$ cat src/rtl/dispatcher_pkg.sv
// Shared types for the dispatcher: kernel configuration, memory word types
// and the global and per-core scheduler state encodings.
package dispatcher_pkg;

  typedef logic [7:0] instruction_memory_address_t;
  typedef logic [7:0] data_memory_address_t;
  typedef logic [7:0] data_t;

  typedef struct packed {
    instruction_memory_address_t base_instructions_address;
    data_memory_address_t        base_data_address;
    logic [31:0]                 num_blocks;
  } kernel_config_t;

  typedef enum logic [1:0] {
    S_IDLE,
    S_RUNNING,
    S_DONE
  } state_t;

  typedef enum logic [1:0] {
    C_IDLE,
    C_RESET,
    C_RUN
  } core_state_t;

  localparam int BLOCK_ID_W = 8;

endpackage

$ cat src/rtl/dispatcher.sv
// Block scheduler: latches the kernel block count on start, hands consecutive
// block IDs to idle cores and raises done once every block has completed.
module dispatcher
  import dispatcher_pkg::*;
#(
  parameter int NUM_CORES        = 2,
  parameter int WARPS_PER_CORE   = 4,
  parameter int THREADS_PER_WARP = 32
) (
  input  logic                  clk,
  input  logic                  reset,
  input  logic                  start,
  input  kernel_config_t        kernel_config_reg,
  input  logic [NUM_CORES-1:0]  core_done,
  output logic [NUM_CORES-1:0]  core_start,
  output logic [NUM_CORES-1:0]  core_reset,
  output logic [BLOCK_ID_W-1:0] core_block_id [NUM_CORES],
  output logic                  done
);

  localparam int THREADS_PER_BLOCK = WARPS_PER_CORE * THREADS_PER_WARP;

  state_t      r_state;
  logic [31:0] r_num_blocks;
  logic [31:0] r_dispatched;
  logic [31:0] r_completed;

  logic [NUM_CORES-1:0]  w_core_idle;
  logic [NUM_CORES-1:0]  w_core_run;
  logic [NUM_CORES-1:0]  w_dispatch;
  logic [BLOCK_ID_W-1:0] w_next_id [NUM_CORES];
  logic [31:0]           w_disp_cnt;
  logic [31:0]           w_fin_cnt;
  logic [32:0]           w_completed_next;

  // Only num_blocks drives scheduling; the addresses belong to the cores.
  logic        w_unused_cfg;
  logic [15:0] w_unused_block_size;
  assign w_unused_cfg        = ^{kernel_config_reg.base_instructions_address,
                                 kernel_config_reg.base_data_address};
  assign w_unused_block_size = 16'(THREADS_PER_BLOCK);

  // Idle cores claim consecutive IDs in index order until blocks run out.
  // NOTE: every always_comb output gets a default first so no latch is inferred.
  always_comb begin
    w_disp_cnt = '0;
    w_fin_cnt  = '0;
    for (int i = 0; i < NUM_CORES; i++) begin
      w_dispatch[i] = 1'b0;
      w_next_id[i]  = '0;
      if (r_state == S_RUNNING && w_core_idle[i] &&
          ({1'b0, r_dispatched} + {1'b0, w_disp_cnt}) < {1'b0, r_num_blocks}) begin
        w_dispatch[i] = 1'b1;
        w_next_id[i]  = BLOCK_ID_W'(r_dispatched + w_disp_cnt);
        w_disp_cnt    = w_disp_cnt + 32'd1;
      end
      if (w_core_run[i] && core_done[i]) begin
        w_fin_cnt = w_fin_cnt + 32'd1;
      end
    end
  end

  assign w_completed_next = {1'b0, r_completed} + {1'b0, w_fin_cnt};

  // NOTE: sequential state uses non-blocking assignments only, so every
  // always_ff reads the pre-edge value of every other register.
  // NOTE: reset clears only control state and counters; there is no memory here.
  always_ff @(posedge clk) begin
    if (!reset) begin
      r_state      <= S_IDLE;
      r_num_blocks <= '0;
      r_dispatched <= '0;
      r_completed  <= '0;
      done         <= 1'b0;
    end else begin
      case (r_state)
        S_IDLE: begin
          if (start) begin
            r_num_blocks <= kernel_config_reg.num_blocks;
            r_dispatched <= '0;
            r_completed  <= '0;
            if (kernel_config_reg.num_blocks == 32'd0) begin
              r_state <= S_DONE;
              done    <= 1'b1;
            end else begin
              r_state <= S_RUNNING;
            end
          end
        end
        S_RUNNING: begin
          r_dispatched <= r_dispatched + w_disp_cnt;
          r_completed  <= w_completed_next[31:0];
          if (w_completed_next == {1'b0, r_num_blocks}) begin
            r_state <= S_DONE;
            done    <= 1'b1;
          end
        end
        S_DONE:  done <= 1'b1;
        default: r_state <= S_IDLE;
      endcase
    end
  end

  for (genvar i = 0; i < NUM_CORES; i++) begin : g_core
    core_state_t           r_core_state;
    logic                  r_start;
    logic                  r_reset;
    logic [BLOCK_ID_W-1:0] r_block_id;

    always_ff @(posedge clk) begin
      if (!reset) begin
        r_core_state <= C_IDLE;
        r_start      <= 1'b0;
        r_reset      <= 1'b0;
        r_block_id   <= '0;
      end else begin
        case (r_core_state)
          C_IDLE: begin
            r_start <= 1'b0;
            r_reset <= 1'b1;
            if (w_dispatch[i]) begin
              r_core_state <= C_RESET;
              r_reset      <= 1'b0;
              r_block_id   <= w_next_id[i];
            end
          end
          C_RESET: begin
            r_core_state <= C_RUN;
            r_reset      <= 1'b1;
            r_start      <= 1'b1;
          end
          C_RUN: begin
            if (core_done[i]) begin
              r_core_state <= C_IDLE;
              r_start      <= 1'b0;
            end
          end
          default: r_core_state <= C_IDLE;
        endcase
      end
    end

    assign w_core_idle[i]   = (r_core_state == C_IDLE);
    assign w_core_run[i]    = (r_core_state == C_RUN);
    assign core_start[i]    = r_start;
    assign core_reset[i]    = r_reset;
    assign core_block_id[i] = r_block_id;
  end

endmodule

$ cat config.mk
export PLATFORM = sky130hd
export DESIGN_NAME = dispatcher
export DESIGN_NICKNAME = d
export VERILOG_FILES = /design/src/rtl/dispatcher_pkg.sv /design/src/rtl/dispatcher.sv
export SDC_FILE = /design/constraint.sdc
export NUM_CORES = 1
export LEC_CHECK = 0
export ABC_AREA = 1
export CAP_MARGIN = 40
export CORE_ASPECT_RATIO = 0.5
export CORE_MARGIN = 2
export CORE_UTILIZATION = 60
export CTS_BUF_LIST = sky130_fd_sc_hd__clkbuf_2 sky130_fd_sc_hd__clkbuf_4 sky130_fd_sc_hd__clkbuf_8
export DETAILED_ROUTE_END_ITERATION = 12
export GPL_ROUTABILITY_DRIVEN = 0
export PLACE_DENSITY_LB_ADDON = 0.12
export SLEW_MARGIN = 5
export SYNTH_ARGS = -nofsm -noshare
export SYNTH_HDL_FRONTEND = slang
export SYNTH_SLANG_ARGS = --single-unit
$ cat constraint.sdc
create_clock -name clk -period 13.1 [get_ports clk]
set_input_delay 2.62 -clock clk [delete_from_list [all_inputs] [get_ports clk]]
set_output_delay 2.62 -clock clk [all_outputs]
set_load 0.05 [all_outputs]
==> impl_metrics.ini, run 1 <==
[run_status]
outcome = finished, final reports clean

[min_path]
hold_class = flop to flop

[global_routing]
grt_pass1_vias = 8401
antenna_found_initial = 0
grt_pass1_wl_um = 41300
grt.total_usage = 0.341
grt_overflow = 0
grt_start_max_net_pins = 88

[detailed_routing]
drc = 0
ant_nets = 0
finalWirelength_um = 25400
routedWlPerCell_um = 16.3
vias = 9082
drt_first_pass_iters = 6
drt_iter0_markers = 1019
vias_per_cell = 5.84

[placed_design]
dp.cells = 1525
dp_hpwl_um = 19200
port_buffers = 57

[synthesis]
synth_cell_types = 49
syn_area_per_cell_sq_um = 6.63
synth-async-reset-ratio = 0
synth_edf_count = 0
yosys-top-cells-area = dfxtp_1, nand2_1, ha_1, a21oi_1, nand3_1
yosys.area.top_type_share = 0.284
synth_common_cells = nand2_1, inv_1, a21oi_1, dfxtp_1, nor2_1
synth_ff_type = dfxtp_1
synth-seq-cells = 123
ys_seq_area_frac = 0.284
yosysMostFrequentCell = nand2_1
synth_top_area_cell = dfxtp_1
syn_area_sq_mm = 0.00868
yosys_warnings = 0
synth_nets = 1434
synthCells = 1309

[floorplanning]
coreArea_sq_mm = 0.0139
io_pins = 74
row_count = 30
floorplan.die_area_sq_mm = 0.0155
start_util = 0.626
die_w_um = 174
die_h_um = 89.0

[cts]
cts_setup_buffers = 0
htree_num_levels = 4
cts_sinks = 123
cts_hold_buf = 0
cts_buffer_depth = 2
clk_latency_ns = 0.45
ctsResizeCount = 0
tritoncts = yes
clk_pin_slew_ns = 0.07
root_buffer = clkbuf_8
numCtsBuffers = 17

[power_and_ir_drop]
vdd_drop_max_v = 0.0000834
leakage_nw = 3.90
p_per_area_mw_per_mm2 = 96.1

[sta]
timing.fmax_mhz = 130
slew_viol_final = 0
post-route-period-util = 0.588
tightest_slew_ns = 0.808
skew_ns = 0.0163
rsz0062_at_grt = false
finalCriticalPeriod_ns = 7.70
relSlewSlack = 0.461
finalSetupViolCount = 0
tns_ns = 0
hold_viol = 0

[worst_setup_path]
end_kind = flop
crit_slowest_cell = nor2_1
worst-path-max-fanout = 11
crit_family = simple AND/OR/NAND/NOR gates
crit_arrival_ns = 7.99
worstSetupStartpointType = flop
crit_type = flop to flop
worst_ep_required_time_ns = 13.39
cp_common_cell = nor2_1
cp_slowest_stage_delay_ns = 0.41
cp_num_buf_inv = 6

[cells_and_area]
fin_util = 0.704
syn_to_final_growth_pct = 12.4
antenna_cells = 0
drive_above_1_share = 0.0682
fillCellCount = 1156
fin_nets = 1477
stdcell_count = 1555

[run]
drv_cap = 0
## cell families after synthesis
logic type | count (synthesis) | synth area share
AO/OA/AOI/OAI | 230 | 0.145
AND/OR/NAND/NOR | 671 | 0.348
XOR/XNOR | 37 | 0.0389
buffers and inverters | 176 | 0.0792
adder cells (fa/ha/maj) | 72 | 0.106
flip-flops | 123 | 0.284
## final timing paths
check,endpoint,slack (ns),cells after the start,from
min,done$_SDFFE_PN0P_,0.44,2,done$_SDFFE_PN0P_
min reg2reg,done$_SDFFE_PN0P_,0.44,2,done$_SDFFE_PN0P_
max,r_dispatched[28]$_SDFFE_PN0P_,5.40,42,r_num_blocks[17]$_SDFFE_PN0P_
max reg2reg,r_dispatched[28]$_SDFFE_PN0P_,5.40,42,r_num_blocks[17]$_SDFFE_PN0P_
## routing by layer
metal,GRT usage,vias up,wire (um)
met1,0.462,4129,11200
li1,-,4450,-
met2,0.539,441,10700
met4,0.122,0,592
met3,0.0821,62,2920
met5,0,-,0
## cell usage in the layout, fill, tap and decap left out, drive strengths merged, types with 2 or more instances in the layout
cell,synthesis,layout
a211oi,16,16
a21oi,123,123
a221oi,3,3
a22oi,2,2
a311oi,2,2
a31oi,2,2
buf,13,7
bufinv,0,2
clkbuf,26,22
clkdlybuf4s50,0,56
clkinv,0,4
clkinvlp,0,2
dfxtp,123,123
fa,2,2
ha,70,70
inv,137,137
nand2,354,354
nand3,106,106
nand3b,3,3
nand4,25,25
nor2,141,141
nor3,23,23
nor4,14,14
o211ai,2,2
o21ai,70,70
o21bai,3,3
or2,2,2
xnor2,8,8
xor2,28,28
## cell type report
| cell class | instances | area (sq um) | area share |
|---|---|---|---|
| Clock buffer | 22 | 284 | 0.0291 |
| Inverter | 137 | 514 | 0.0527 |
| Sequential cell | 123 | 2460 | 0.253 |
| Multi-Input combinational cell | 1010 | 5540 | 0.568 |
| Clock inverter | 8 | 95.1 | 0.00975 |
| Timing Repair Buffer | 63 | 618 | 0.0634 |
| Tap cell | 192 | 240 | 0.0246 |
## registers in the layout (all words and copies together), names as in the netlist
name / cells
done: 1
r_dispatched: 32
g_core.r_reset: 2
g_core.r_start: 2
r_completed: 32
r_state: 2
g_core.r_block_id: 16
r_num_blocks: 32
g_core.r_core_state: 4
## report_power, final
| part | switching (mW) | internal [mW] |
|---|---|---|
| clock | 0.157 | 0.182 |
| combinational | 0.134 | 0.0612 |
| sequential | 0.0108 | 0.392 |
| total | 0.302 | 0.635 |
## stage by stage
stage               setup WS, ns  power, mW  cell area (sq um)  hold WS, ns
floorplan                   7.28      0.533               8680        0.439
global placement            5.90      0.594               9360        0.431
detailed placement          5.65      0.601               9370        0.434
CTS                         5.61      0.934               9750        0.446
global route                4.76      0.975               9750        0.460
finish                      5.40      0.937               9750        0.441
## worst register-to-register path, delay by kind of cell (launching register included)
| family | cells | cell delay (ns) |
|---|---|---|
| AOI/OAI and AO/OA | 5 | 0.61 |
| buffers and inverters | 6 | 0.66 |
| DFF | 1 | 0.39 |
| adders and majority gates | 7 | 1.80 |
| and+or+nand+nor | 23 | 4.01 |
| xor gates and xnor gates | 1 | 0.11 |
No activity file was read; power rests on OpenSTA's default activity.
==> run 2: changes to the inputs <==
--- a/config.mk
+++ b/config.mk
@@ -9,7 +9,7 @@
 export CAP_MARGIN = 40
 export CORE_ASPECT_RATIO = 0.5
 export CORE_MARGIN = 2
-export CORE_UTILIZATION = 60
+export CORE_UTILIZATION = 55
 export CTS_BUF_LIST = sky130_fd_sc_hd__clkbuf_2 sky130_fd_sc_hd__clkbuf_4 sky130_fd_sc_hd__clkbuf_8
 export DETAILED_ROUTE_END_ITERATION = 12
 export GPL_ROUTABILITY_DRIVEN = 0
==> constraint.sdc (replaced) <==
create_clock -name clk -period 6.6 [get_ports clk]
set_input_delay 1.32 -clock clk [delete_from_list [all_inputs] [get_ports clk]]
set_output_delay 1.32 -clock clk [all_outputs]
set_load 0.05 [all_outputs]
==> run 2 against run 1 <==
Compared with the run above: final cell count grew 5.3%; clock power is 120% higher; via count rose by 5.3%; critical endpoint is now r_dispatched[29]$_SDFFE_PN0P_; fmax increased by 22%; flip-flop and latch count is the same; sequential power up 100%; critical path depth shrank 2; die area rose by 8.8%; non-clock buffer count rose by 69; combinational power grew 130%; wire length grew 13%; global-route usage barely moved.
==> impl_metrics.ini, run 2 (same netlist as run 1, synthesis figures left out) <==
[worst_setup_path]
crit_arrival_ns = 6.63
end_kind = flop
cp_slowest_stage_delay_ns = 0.48
worstSetupStartpointType = flop
worst-path-max-fanout = 4
crit_type = flop to flop
worst_ep_required_time_ns = 6.90
crit_slowest_cell = dfxtp_1

[detailed_routing]
routedWlPerCell_um = 17.5
ant_nets = 0
finalWirelength_um = 28700
drt_first_pass_iters = 6
drt_iter0_markers = 1411
vias = 9564
vias_per_cell = 5.84
drc = 0

[placed_design]
dp_slack_ns = -0.0488
port_buffers = 57
dp_hpwl_um = 21600

[power_and_ir_drop]
seqPwrFrac = 0.404
leakage_nw = 4.29
vdd_drop_max_v = 0.000158
pwr-share-clk = 0.374
intPower_mw = 1.36
report.power.total_mw = 2.00
combPwrFrac = 0.221
p_per_area_mw_per_mm2 = 189
power_switching_mw = 0.637
sw_frac_of_total = 0.319

[sta]
layout_setup_ws_ns = 0.268
finalCriticalPeriod_ns = 6.33
skew_ns = 0.0133
relSlewSlack = 0.451
tightest_slew_ns = 0.823
post-route-period-util = 0.959
timing.fmax_mhz = 158
hold_viol = 0
slew_viol_final = 0
finalSetupViolCount = 0
tns_ns = 0

[run]
drv_cap = 0

[global_routing]
antenna_found_initial = 0
grt_overflow = 0
grt.total_usage = 0.341
grt_pass1_wl_um = 44700
grt_pass1_vias = 8671
grt_start_max_net_pins = 87

[floorplanning]
die_w_um = 182
floorplan.die_area_sq_mm = 0.0169
io_pins = 74
coreArea_sq_mm = 0.0154
die_h_um = 92.8
row_count = 32
start_util = 0.563

[cells_and_area]
syn_to_final_growth_pct = 21.8
final_cell_mix = nand2_1, inv_1, a21oi_1, dfxtp_1, nor2_1
layout_commonest_cell = nand2_1
drive_above_1_share = 0.151
top_regs = r_completed (32), r_dispatched (32), r_num_blocks (32)
fin_util = 0.685
fin_nets = 1546
antenna_cells = 0

[cts]
clk_latency_ns = 0.46
numCtsBuffers = 17
clk_pin_slew_ns = 0.08
htree_num_levels = 4
tritoncts = yes
root_buffer = clkbuf_8
cts_buffer_depth = 2
cts_sinks = 123

[run_status]
outcome = finished, final reports clean

[min_path]
hold_class = flop to flop
==> run 2: what timing repair did <==
item,4_1_cts,5_1_grt
setup buffers,0,11
hold buffers,0,0
hold endpoints to repair,0,0
setup endpoints to repair,3,12
pin swaps,0,25
resized for setup,3,63
==> run 2: critical path, delay by kind of cell (launching register included) <==
| family | cells | cell delay (ns) |
|---|---|---|
| AOI/OAI and AO/OA | 6 | 0.75 |
| xor gates and xnor gates | 1 | 0.12 |
| adders and majority gates | 6 | 1.39 |
| buffers and inverters | 4 | 0.34 |
| DFF | 1 | 0.48 |
| and+or+nand+nor | 23 | 3.08 |
==> run 2: path summary, 6_finish.rpt <==
check | from | to | slack [ns] | cells after the start
setup reg to reg | r_dispatched[19]$_SDFFE_PN0P_ | r_dispatched[29]$_SDFFE_PN0P_ | 0.27 | 40
hold / removal | done$_SDFFE_PN0P_ | done$_SDFFE_PN0P_ | 0.45 | 2
hold reg to reg | done$_SDFFE_PN0P_ | done$_SDFFE_PN0P_ | 0.45 | 2
setup / recovery | r_dispatched[19]$_SDFFE_PN0P_ | r_dispatched[29]$_SDFFE_PN0P_ | 0.27 | 40
==> run 2: power groups by stage <==
stage	Clock, mW	Sequential, mW	Combinational [mW]
4_1_cts	0.743	0.803	0.416
3_5_place_dp	0	0.820	0.413
5_1_grt	0.777	0.810	0.480
3_3_place_gp	0	0.819	0.403
6_report	0.747	0.808	0.442
2_1_floorplan	0	0.837	0.221
==> run 2: routing by layer <==
metal	global-route usage	wire, um	vias to the layer above
met5	0	0	-
met4	0.0813	551	0
met3	0.0790	3430	67
met2	0.499	11500	513
met1	0.501	13200	4386
li1	-	-	4598
==> run 2: per-stage QoR <==
step | cells | area, sq um | hold slack (ns)
after floorplan | 1309 | 8680 | 0.439
after global placement | 1595 | 9820 | 0.433
after detailed placement | 1595 | 9820 | 0.440
after CTS | 1626 | 10300 | 0.453
after global routing | 1637 | 10600 | 0.485
final | 1637 | 10600 | 0.454
==> run 2: layout make-up <==
type                    count  area [sq um]
clock buffers              24           312
clock inverters             7           113
fillers                  1264          4850
inverters                 137           514
multi-input cells        1010          5770
flip-flops and latches    123          2480
well taps                 204           255
repair buffers            132          1130
